**src/rtl/tcam_lookup_ctrl_if.sv**
```systemverilog
// tcam_lookup_ctrl_if: config, lookup-request and response channels between the router and the TCAM controller.
interface tcam_lookup_ctrl_if #(
   parameter int ID_WIDTH = 4,
   parameter int BITS = 2*ID_WIDTH,
   parameter int ADDR_W = 4
);
   logic                cfg_valid, cfg_ready, cfg_flush;
   logic [ADDR_W-1:0]   cfg_addr;
   logic [BITS-1:0]     cfg_data, cfg_mask;
   logic                req_valid, req_ready;
   logic [ID_WIDTH-1:0] req_id;
   logic                rsp_valid, rsp_ready;
   logic [ID_WIDTH-1:0] rsp_dst;
   modport master (
      output cfg_valid, cfg_flush, cfg_addr, cfg_data, cfg_mask, req_valid, req_id, rsp_ready,
      input  cfg_ready, req_ready, rsp_valid, rsp_dst
   );
   modport slave (
      input  cfg_valid, cfg_flush, cfg_addr, cfg_data, cfg_mask, req_valid, req_id, rsp_ready,
      output cfg_ready, req_ready, rsp_valid, rsp_dst
   );
endinterface

```
**src/rtl/tcam_lookup_ctrl.sv**
```systemverilog
// tcam_lookup_ctrl: arbitrates TCAM programming vs lookups, mirrors the compare/read phase, buffers results.
// Defining TCAM_CTRL_STATS_EN adds saturating stat_lookups/stat_miss counters.
module tcam_lookup_ctrl #(
   parameter int ID_WIDTH = 4,
   parameter int BITS = 2*ID_WIDTH,
   parameter int ADDR_W = 4,
   parameter int CAP_DLY = 1
) (
   input  logic                clk,
   input  logic                rst_n,
   tcam_lookup_ctrl_if.slave   bus,
   output logic                CS,
   output logic                WR,
   output logic                FLUSH,
   output logic                VBE,
   output logic                DCS,
   output logic                VBI,
   output logic [ADDR_W-1:0]   Addr_In,
   output logic [BITS-1:0]     Data_In,
   output logic [BITS-1:0]     Mask_In,
   output logic [ID_WIDTH-1:0] PacketID_In,
   input  logic [ID_WIDTH-1:0] DstID_In
`ifdef TCAM_CTRL_STATS_EN
   ,
   output logic [15:0]         stat_lookups,
   output logic [15:0]         stat_miss
`endif
);
   localparam int P = 2 + CAP_DLY;
   typedef enum logic [1:0] {PH_IDLE, PH_CMP, PH_RD} ph_t;
   typedef enum logic [1:0] {S_RUN, S_WRITE, S_FLUSH, S_DRAIN} st_t;
   ph_t                 m_ph, ph_nxt;
   st_t                 state;
   logic [P-1:0]        pipe;
   logic [ID_WIDTH-1:0] buf_q [2];
   logic                wr_ptr, rd_ptr;
   logic [1:0]          count;
   logic [2:0]          occ;
   logic                push, pop, cfg_go, req_go, wr_go;
   // occ counts buffered results plus lookups still travelling toward capture
   always_comb begin
      ph_nxt = (m_ph == PH_CMP) ? PH_RD : (!WR && !FLUSH) ? PH_CMP : PH_IDLE;
      occ = {1'b0, count};
      for (int i = 0; i < P; i++) occ = occ + 3'(pipe[i]);
   end
   assign push = pipe[P-1];
   assign pop = bus.rsp_valid && bus.rsp_ready;
   assign bus.rsp_valid = count != 2'd0;
   assign bus.rsp_dst = buf_q[rd_ptr];
   assign cfg_go = CS && state == S_RUN && bus.cfg_valid && pipe == '0;
   assign req_go = CS && state == S_RUN && !bus.cfg_valid && bus.req_valid && ph_nxt == PH_CMP && occ < 3'd2;
   assign wr_go = cfg_go && !bus.cfg_flush;
   assign bus.cfg_ready = cfg_go;
   assign bus.req_ready = req_go;
   always_ff @(posedge clk or negedge rst_n)
      if (!rst_n) begin
         m_ph <= PH_IDLE;
         state <= S_RUN;
         pipe <= '0;
         CS <= 1'b0;
         WR <= 1'b0;
         FLUSH <= 1'b0;
         VBE <= 1'b0;
         DCS <= 1'b0;
         VBI <= 1'b0;
         Addr_In <= '0;
         Data_In <= '0;
         Mask_In <= '0;
         PacketID_In <= '0;
         buf_q[0] <= '0;
         buf_q[1] <= '0;
         wr_ptr <= 1'b0;
         rd_ptr <= 1'b0;
         count <= 2'd0;
      end else begin
         m_ph <= ph_nxt;
         CS <= 1'b1;
         pipe <= {pipe[P-2:0], req_go};
         state <= cfg_go ? (bus.cfg_flush ? S_FLUSH : S_WRITE) :
                  (state == S_WRITE || state == S_FLUSH) ? S_DRAIN : S_RUN;
         WR <= wr_go;
         VBE <= wr_go;
         DCS <= wr_go;
         VBI <= wr_go;
         FLUSH <= cfg_go && bus.cfg_flush;
         Addr_In <= wr_go ? bus.cfg_addr : '0;
         Data_In <= wr_go ? bus.cfg_data : '0;
         Mask_In <= wr_go ? bus.cfg_mask : '0;
         if (req_go) PacketID_In <= bus.req_id;
         if (push) begin
            buf_q[wr_ptr] <= DstID_In;
            wr_ptr <= !wr_ptr;
         end
         if (pop) rd_ptr <= !rd_ptr;
         count <= count + {1'b0, push} - {1'b0, pop};
      end
`ifdef TCAM_CTRL_STATS_EN
   always_ff @(posedge clk or negedge rst_n)
      if (!rst_n) begin
         stat_lookups <= '0;
         stat_miss <= '0;
      end else if (FLUSH) begin
         stat_lookups <= '0;
         stat_miss <= '0;
      end else if (push) begin
         if (stat_lookups != 16'hFFFF) stat_lookups <= stat_lookups + 16'd1;
         if (DstID_In == '0 && stat_miss != 16'hFFFF) stat_miss <= stat_miss + 16'd1;
      end
`endif
endmodule

```
**src/flat_wrapper.sv**
```systemverilog
// flat-port wrapper written by rule: the top's interface ports become plain ports
module tcam_lookup_ctrl_flat 
#(
   parameter int ID_WIDTH = 4,
   parameter int BITS = 2*ID_WIDTH,
   parameter int ADDR_W = 4,
   parameter int CAP_DLY = 1
)
  (clk, rst_n, CS, WR, FLUSH, VBE, DCS, VBI, Addr_In, Data_In, Mask_In, PacketID_In, DstID_In, bus_cfg_valid, bus_cfg_flush, bus_cfg_addr, bus_cfg_data, bus_cfg_mask, bus_req_valid, bus_req_id, bus_rsp_ready, bus_cfg_ready, bus_req_ready, bus_rsp_valid, bus_rsp_dst);
  tcam_lookup_ctrl_if #(.ID_WIDTH(ID_WIDTH), .BITS(BITS), .ADDR_W(ADDR_W)) bus_i ();
  input  logic clk;
  input  logic rst_n;
  output logic CS;
  output logic WR;
  output logic FLUSH;
  output logic VBE;
  output logic DCS;
  output logic VBI;
  output logic [ADDR_W-1:0] Addr_In;
  output logic [BITS-1:0] Data_In;
  output logic [BITS-1:0] Mask_In;
  output logic [ID_WIDTH-1:0] PacketID_In;
  input  logic [ID_WIDTH-1:0] DstID_In;
  input wire logic [$bits(bus_i.cfg_valid)-1:0] bus_cfg_valid;
  input wire logic [$bits(bus_i.cfg_flush)-1:0] bus_cfg_flush;
  input wire logic [$bits(bus_i.cfg_addr)-1:0] bus_cfg_addr;
  input wire logic [$bits(bus_i.cfg_data)-1:0] bus_cfg_data;
  input wire logic [$bits(bus_i.cfg_mask)-1:0] bus_cfg_mask;
  input wire logic [$bits(bus_i.req_valid)-1:0] bus_req_valid;
  input wire logic [$bits(bus_i.req_id)-1:0] bus_req_id;
  input wire logic [$bits(bus_i.rsp_ready)-1:0] bus_rsp_ready;
  output wire logic [$bits(bus_i.cfg_ready)-1:0] bus_cfg_ready;
  output wire logic [$bits(bus_i.req_ready)-1:0] bus_req_ready;
  output wire logic [$bits(bus_i.rsp_valid)-1:0] bus_rsp_valid;
  output wire logic [$bits(bus_i.rsp_dst)-1:0] bus_rsp_dst;
  assign bus_i.cfg_valid = bus_cfg_valid;
  assign bus_i.cfg_flush = bus_cfg_flush;
  assign bus_i.cfg_addr = bus_cfg_addr;
  assign bus_i.cfg_data = bus_cfg_data;
  assign bus_i.cfg_mask = bus_cfg_mask;
  assign bus_i.req_valid = bus_req_valid;
  assign bus_i.req_id = bus_req_id;
  assign bus_i.rsp_ready = bus_rsp_ready;
  assign bus_cfg_ready = bus_i.cfg_ready;
  assign bus_req_ready = bus_i.req_ready;
  assign bus_rsp_valid = bus_i.rsp_valid;
  assign bus_rsp_dst = bus_i.rsp_dst;
  tcam_lookup_ctrl #(.ID_WIDTH(ID_WIDTH), .BITS(BITS), .ADDR_W(ADDR_W), .CAP_DLY(CAP_DLY)) u_core (.clk(clk), .rst_n(rst_n), .bus(bus_i), .CS(CS), .WR(WR), .FLUSH(FLUSH), .VBE(VBE), .DCS(DCS), .VBI(VBI), .Addr_In(Addr_In), .Data_In(Data_In), .Mask_In(Mask_In), .PacketID_In(PacketID_In), .DstID_In(DstID_In));
endmodule
```
**config.mk**
```make
export PLATFORM = sky130hd
export DESIGN_NAME = tcam_lookup_ctrl_flat
export DESIGN_NICKNAME = d
export VERILOG_FILES = /design/src/rtl/tcam_lookup_ctrl_if.sv /design/src/rtl/tcam_lookup_ctrl.sv /design/src/flat_wrapper.sv
export SDC_FILE = /design/constraint.sdc
export NUM_CORES = 1
export LEC_CHECK = 0
export CORE_AREA = 5 5 72 74
export CTS_CLUSTER_SIZE = 10
export DETAILED_ROUTE_END_ITERATION = 8
export DIE_AREA = 0 0 77 79
export PLACE_DENSITY = 0.72
export SYNTH_ARGS = -nofsm -noshare
export SYNTH_HDL_FRONTEND = slang
export SYNTH_SLANG_ARGS = --single-unit
```
**constraint.sdc**
```tcl
create_clock -name clk -period 3.8 [get_ports clk]
set_clock_uncertainty 0.15 [all_clocks]
set_input_delay 0.76 -clock clk [delete_from_list [all_inputs] [get_ports clk]]
set_output_delay 0.76 -clock clk [all_outputs]
set_load 0.03 [all_outputs]
```
==> results.py, run 1 <==
metrics = {
    "timing": {
        "fin_hold_ws_ns": 0.270,
        "tns_ns": 0,
        "post-route-period-util": 0.943,
        "hold_viol": 0,
        "maxClockFrequency_mhz": 279,
        "max-slew-margin-rel": 0.340,
        "period_minus_slack_ns": 3.58,
        "maxSlewViolCount": 0,
        "grt_setup_unrepaired": "false",
        "setup_viol": 0,
        "worst_pin_slew_ns": 0.990,
    },
    "routing": {
        "route.detailed.drc": 0,
        "vias_per_cell": 4.43,
        "drt_wl_total_um": 3640,
        "drt_iter0_markers": 35,
        "dr.pass1.iters": 2,
        "postRouteAntennaNets": 0,
        "wire_per_inst_um": 14.5,
        "vias": 1107,
    },
    "clock_tree": {
        "cts_tree": "yes",
        "cts_buffers": 5,
        "htreeDepth": 2,
        "cts-root-buf": "clkbuf_8",
        "max-clock-path-buffers": 2,
        "cts_resized": 0,
        "insertion_delay_ns": 0.29,
        "hold_buffers": 0,
        "cts.sinks": 46,
        "clk_pin_slew_ns": 0.09,
        "postCtsSetupRepairBufs": 0,
    },
    "floorplan": {
        "core-area_um2": 4540,
        "ios": 71,
        "row_count": 25,
        "start_util": 0.391,
        "die-area_um2": 6080,
        "die_w_um": 77,
        "die_h_um": 79,
    },
    "final_layout": {
        "drive_above_1_share": 0.163,
        "area_growth_pct": 46.2,
        "fin_nets": 234,
        "diodes": 0,
    },
    "status": {
        "status": "complete, no violations",
    },
    "placed_design": {
        "dp_hpwl_um": 2830,
        "io_buffers": 70,
        "place.gp.congestion": 0.793,
    },
    "flow_run": {
        "max_cap_violations": 0,
    },
    "synthesis": {
        "yosysWarnings": 0,
        "synth_top_area_frac": 0.648,
        "synth_area_um2": 1780,
        "ys_ff_latch": 46,
        "ys_dominant_reg_cell": "dfrtp_1",
        "ys_types": 26,
        "synthesis.nets": 162,
        "synth_edf_count": 0,
        "ys_seq_area_frac": 0.648,
        "async_reset_ff_frac": 1.00,
        "syn_area_per_cell_um2": 14.4,
        "yosysTopAreaCell": "dfrtp_1",
        "synthCells": 123,
        "synth_area_leaders": "dfrtp_1 65%, and2_1 7.8%, mux2_2 7.6%",
    },
    "pwr": {
        "leakagePower_uw": 0.00121,
        "power_density_nw_per_um2": 552,
        "ir_drop_uv": 207,
    },
    "critical_path": {
        "cp.required_ns": 2.89,
        "setup.worst_path.start_class": "flop",
        "crit_path_max_fanout": 5,
        "cp-end-kind": "output port",
        "worstPathArrival_ns": 2.67,
        "r2r_slack_ns": 1.08,
        "crit_type": "flop to output port",
    },
    "global_routing": {
        "grt_pass1_wl_um": 6040,
        "first_global_vias": 1236,
        "grt_max_degree": 47,
        "grt_overflow_total": 0,
        "antenna_found_initial": 0,
        "track_usage": 0.128,
    },
    "hold_path": {
        "min_path_type": "flop to flop",
    },
}
## cell usage in the layout, fill, tap and decap left out
master	count
dfrtp_1	46
ha_1	3
nand4b_1	1
or2_2	1
or4b_4	1
nand2_1	3
a21bo_2	1
clkinv_2	1
clkdlybuf4s50_1	68
clkbuf_8	6
buf_4	2
o21ai_0	1
mux2_2	12
mux2_4	4
and2_1	22
xor2_1	2
conb_1	1
nor2b_1	1
buf_2	1
xnor2_1	2
or4_4	1
nor3_2	1
inv_1	7
nand2b_1	1
nor2_1	3
clkinvlp_4	1
or2_1	1
fa_1	2
## cell families (layout without fill, tap and decap cells)
| logic type | count (synthesis) | in the layout | share of synthesized area |
|---|---|---|---|
| compound gates | 2 | 2 | 0.00845 |
| xor+xnor | 4 | 4 | 0.0197 |
| fa+ha+maj | 5 | 5 | 0.0437 |
| buf+inv | 13 | 86 | 0.0388 |
| flops | 46 | 46 | 0.648 |
| mux | 16 | 16 | 0.110 |
| other cells | 1 | 1 | 0.00211 |
| simple gates | 36 | 36 | 0.129 |
## cell usage after synthesis, types with 2 or more instances
cell     instances
nor2_1           3
ha_1             3
buf_4            3
nand2_1          3
mux2_4           4
fa_1             2
dfrtp_1         46
and2_1          22
xor2_1           2
inv_1            7
xnor2_1          2
mux2_2          12
## state kept, by name, indices dropped and copies added, names as in the netlist
name                count
u_core.Mask_In          8
u_core.state            2
u_core.FLUSH            1
u_core.m_ph             2
u_core.Addr_In          4
u_core.pipe             3
u_core.wr_ptr           1
u_core.PacketID_In      4
u_core.buf_q            8
u_core.rd_ptr           1
u_core.count            2
u_core.WR               1
u_core.CS               1
u_core.Data_In          8
## worst max-delay path, cell delays in order, from the launching register on
cell      delay [ns]
dfrtp_1         0.43
fa_1            0.56
nand2_1         0.07
fa_1            0.48
nand4b_1        0.10
or4_4           0.49
inv_1           0.10
buf_4           0.16
## per-stage QoR
stage	utilization	power, uW	worst slack, ns	area [um^2]	cells
global placement	0.551	1120	0.270	2500	242
CTS	0.572	1460	0.183	2600	250
detailed placement	0.551	1150	0.284	2500	242
global route	0.572	1520	0.105	2600	250
finish	0.572	1430	0.215	2600	250
floorplan	-	939	0.590	1780	123
## path summary, 6_finish.rpt
| check | start | endpoint | cells past startpoint |
|---|---|---|---|
| worst min register to register | u_core.pipe[1]$_DFF_PN0_ | u_core.pipe[2]$_DFF_PN0_ | 0 |
| worst max-delay path | u_core.count[0]$_DFF_PN0_ | bus_req_ready | 7 |
| worst max register to register | u_core.count[0]$_DFF_PN0_ | u_core.PacketID_In[1]$_DFFE_PN0P_ | 6 |
| max in group asynchronous | rst_n | u_core.PacketID_In[0]$_DFFE_PN0P_ | 1 |
| min in group asynchronous | rst_n | u_core.buf_q[6]$_DFFE_PN0P_ | 1 |
| worst min-delay path | u_core.pipe[1]$_DFF_PN0_ | u_core.pipe[2]$_DFF_PN0_ | 0 |
## report_power, final
part,internal (uW),switching [uW]
Clock,146,157
Sequential,576,55.5
Combinational,255,242
## area by class of cell
class                   instances  area (um^2)
clock buffers                   6         82.6
clock inverters                 2         12.5
fillers                       369         1940
inverters                       7         26.3
multi-input cells              64          556
flip-flops and latches         46         1150
well taps                      54         67.6
repair buffers                 71          701
## routing by layer
layer  track usage  up-vias  share of wire
met5             0        -              0
met4        0.0412        0          0.016
met3        0.0850        7           0.14
met2         0.199       54           0.47
met1         0.141      517           0.38
li1              -      529              -
Power figures use the tool's default switching activity.
==> inputs of run 2 (changes only) <==
Settings changed: PLACE_DENSITY 0.72 to 0.75.
==> run 2 against run 1 <==
  * Setup slack got worse by 0.014 ns
  * Flip-flop and latch count unchanged
  * Routed wire length fell by 1.6%
  * Final cell count unchanged
  * Critical path type unchanged
  * Largest power group unchanged
==> results.py, run 2 (same netlist as run 1, synthesis figures left out) <==
metrics = {
    "critical_path": {
        "cp-end-kind": "output port",
        "crit_path_max_fanout": 5,
        "worstPathArrival_ns": 2.69,
        "crit_type": "flop to output port",
        "cp.required_ns": 2.89,
        "setup.worst_path.start_class": "flop",
    },
    "final_layout": {
        "top_regs": "u_core.Data_In (8), u_core.Mask_In (8), u_core.buf_q (8)",
        "fillCellCount": 356,
        "final_cell_mix": "68 x clkdlybuf4s50_1, 46 x dfrtp_1, 22 x and2_1",
        "multi_input_area_um2": 556,
        "final_area_um2": 2640,
        "drive_above_1_share": 0.163,
        "diodes": 0,
        "final_common_cell": "clkdlybuf4s50_1",
        "area_growth_pct": 48.9,
        "fin_nets": 234,
        "seqCellArea_um2": 1150,
    },
    "pwr": {
        "p_sw_uw": 448,
        "switching_share": 0.287,
        "power_density_nw_per_um2": 590,
        "comb_power_share": 0.318,
        "leakagePower_uw": 0.00123,
        "clock_power_share": 0.277,
        "p_seq_frac": 0.405,
        "ir_drop_uv": 246,
        "intPower_uw": 1110,
    },
    "clock_tree": {
        "cts-root-buf": "clkbuf_8",
        "cts.sinks": 46,
        "cts_tree": "yes",
        "cts_resized": 0,
        "clk_pin_slew_ns": 0.08,
        "postCtsSetupRepairBufs": 0,
        "hold_buffers": 0,
        "max-clock-path-buffers": 2,
        "insertion_delay_ns": 0.29,
        "cts_buffers": 5,
        "htreeDepth": 2,
    },
    "placed_design": {
        "io_buffers": 70,
        "placed_area_um2": 2500,
        "dp_hpwl_um": 2810,
        "place.gp.congestion": 0.779,
    },
    "floorplan": {
        "die_w_um": 77,
        "ios": 71,
        "die-area_um2": 6080,
        "start_util": 0.391,
        "row_count": 25,
        "die_h_um": 79,
        "core-area_um2": 4540,
    },
    "routing": {
        "drt_iter0_markers": 30,
        "wire_per_inst_um": 14.3,
        "drt_wl_total_um": 3580,
        "dr.pass1.iters": 4,
        "vias": 1127,
        "postRouteAntennaNets": 0,
        "route.detailed.drc": 0,
        "vias_per_cell": 4.51,
    },
    "timing": {
        "max-slew-margin-rel": 0.353,
        "hold_viol": 0,
        "worst_pin_slew_ns": 0.970,
        "grt_setup_unrepaired": "false",
        "period_minus_slack_ns": 3.60,
        "maxSlewViolCount": 0,
        "tns_ns": 0,
        "setup_viol": 0,
        "post-route-period-util": 0.947,
        "maxClockFrequency_mhz": 278,
    },
    "global_routing": {
        "track_usage": 0.129,
        "first_global_vias": 1260,
        "grt_overflow_total": 0,
        "antenna_found_initial": 0,
        "grt_pass1_wl_um": 6120,
        "grt_max_degree": 47,
    },
    "flow_run": {
        "max_cap_violations": 0,
    },
    "hold_path": {
        "min_path_type": "flop to flop",
    },
    "status": {
        "status": "complete, no violations",
    },
}
## run 2: changes by cell type in the layout (fill, tap and decap cells not counted), sizes merged
| cell | change |
|---|---|
| clkinvlp | -1 |
| clkinv | -1 |
| bufinv | +2 |
## run 2: metrics by stage
step	total power (uW)	utilization	setup WS (ns)	cells	hold slack, ns
CTS	1590	0.583	0.176	250	0.280
finish	1560	0.583	0.201	250	0.278
detailed placement	1150	0.551	0.237	242	0.268
global route	1650	0.583	0.0880	250	0.298
floorplan	939	-	0.590	123	0.225
global placement	1120	0.551	0.274	242	0.245
## run 2: layout make-up
cell class,instances,area share
Clock buffer,6,0.0312
Clock inverter,2,0.0227
Inverter,7,0.00994
Multi-Input combinational cell,64,0.210
Sequential cell,46,0.435
Tap cell,54,0.0256
Timing Repair Buffer,71,0.265
## run 2: critical path: stages (launching register included)
cell and delay (ns):
dfrtp_1 0.42, fa_1 0.56, nand2_1 0.07, fa_1 0.49
nand4b_1 0.11, or4_4 0.49, inv_1 0.10, buf_4 0.16
## run 2: routing by layer
metal  share of wire  global-route usage
met1            0.37               0.137
met2            0.50               0.221
met3            0.12              0.0726
met4          0.0098              0.0309
met5               0                   0
## run 2: path summary, 6_finish.rpt
kind | from | end | slack, ns | cells past startpoint
max | u_core.count[0]$_DFF_PN0_ | bus_req_ready | 0.20 | 7
max in group asynchronous | rst_n | u_core.PacketID_In[0]$_DFFE_PN0P_ | 2.42 | 1
min | u_core.m_ph[1]$_DFF_PN0_ | u_core.m_ph[1]$_DFF_PN0_ | 0.28 | 1
min reg2reg | u_core.m_ph[1]$_DFF_PN0_ | u_core.m_ph[1]$_DFF_PN0_ | 0.28 | 1
min in group asynchronous | rst_n | u_core.buf_q[0]$_DFFE_PN0P_ | 0.47 | 1
max reg2reg | u_core.count[0]$_DFF_PN0_ | u_core.PacketID_In[3]$_DFFE_PN0P_ | 1.07 | 6
## run 2: power groups by stage
| stage | combinational [uW] | clock (uW) | sequential [uW] |
|---|---|---|---|
| floorplan | 254 | 0 | 684 |
| global placement | 488 | 0 | 635 |
| detailed placement | 502 | 0 | 643 |
| CTS | 506 | 448 | 633 |
| global route | 541 | 466 | 644 |
| finish | 496 | 432 | 631 |
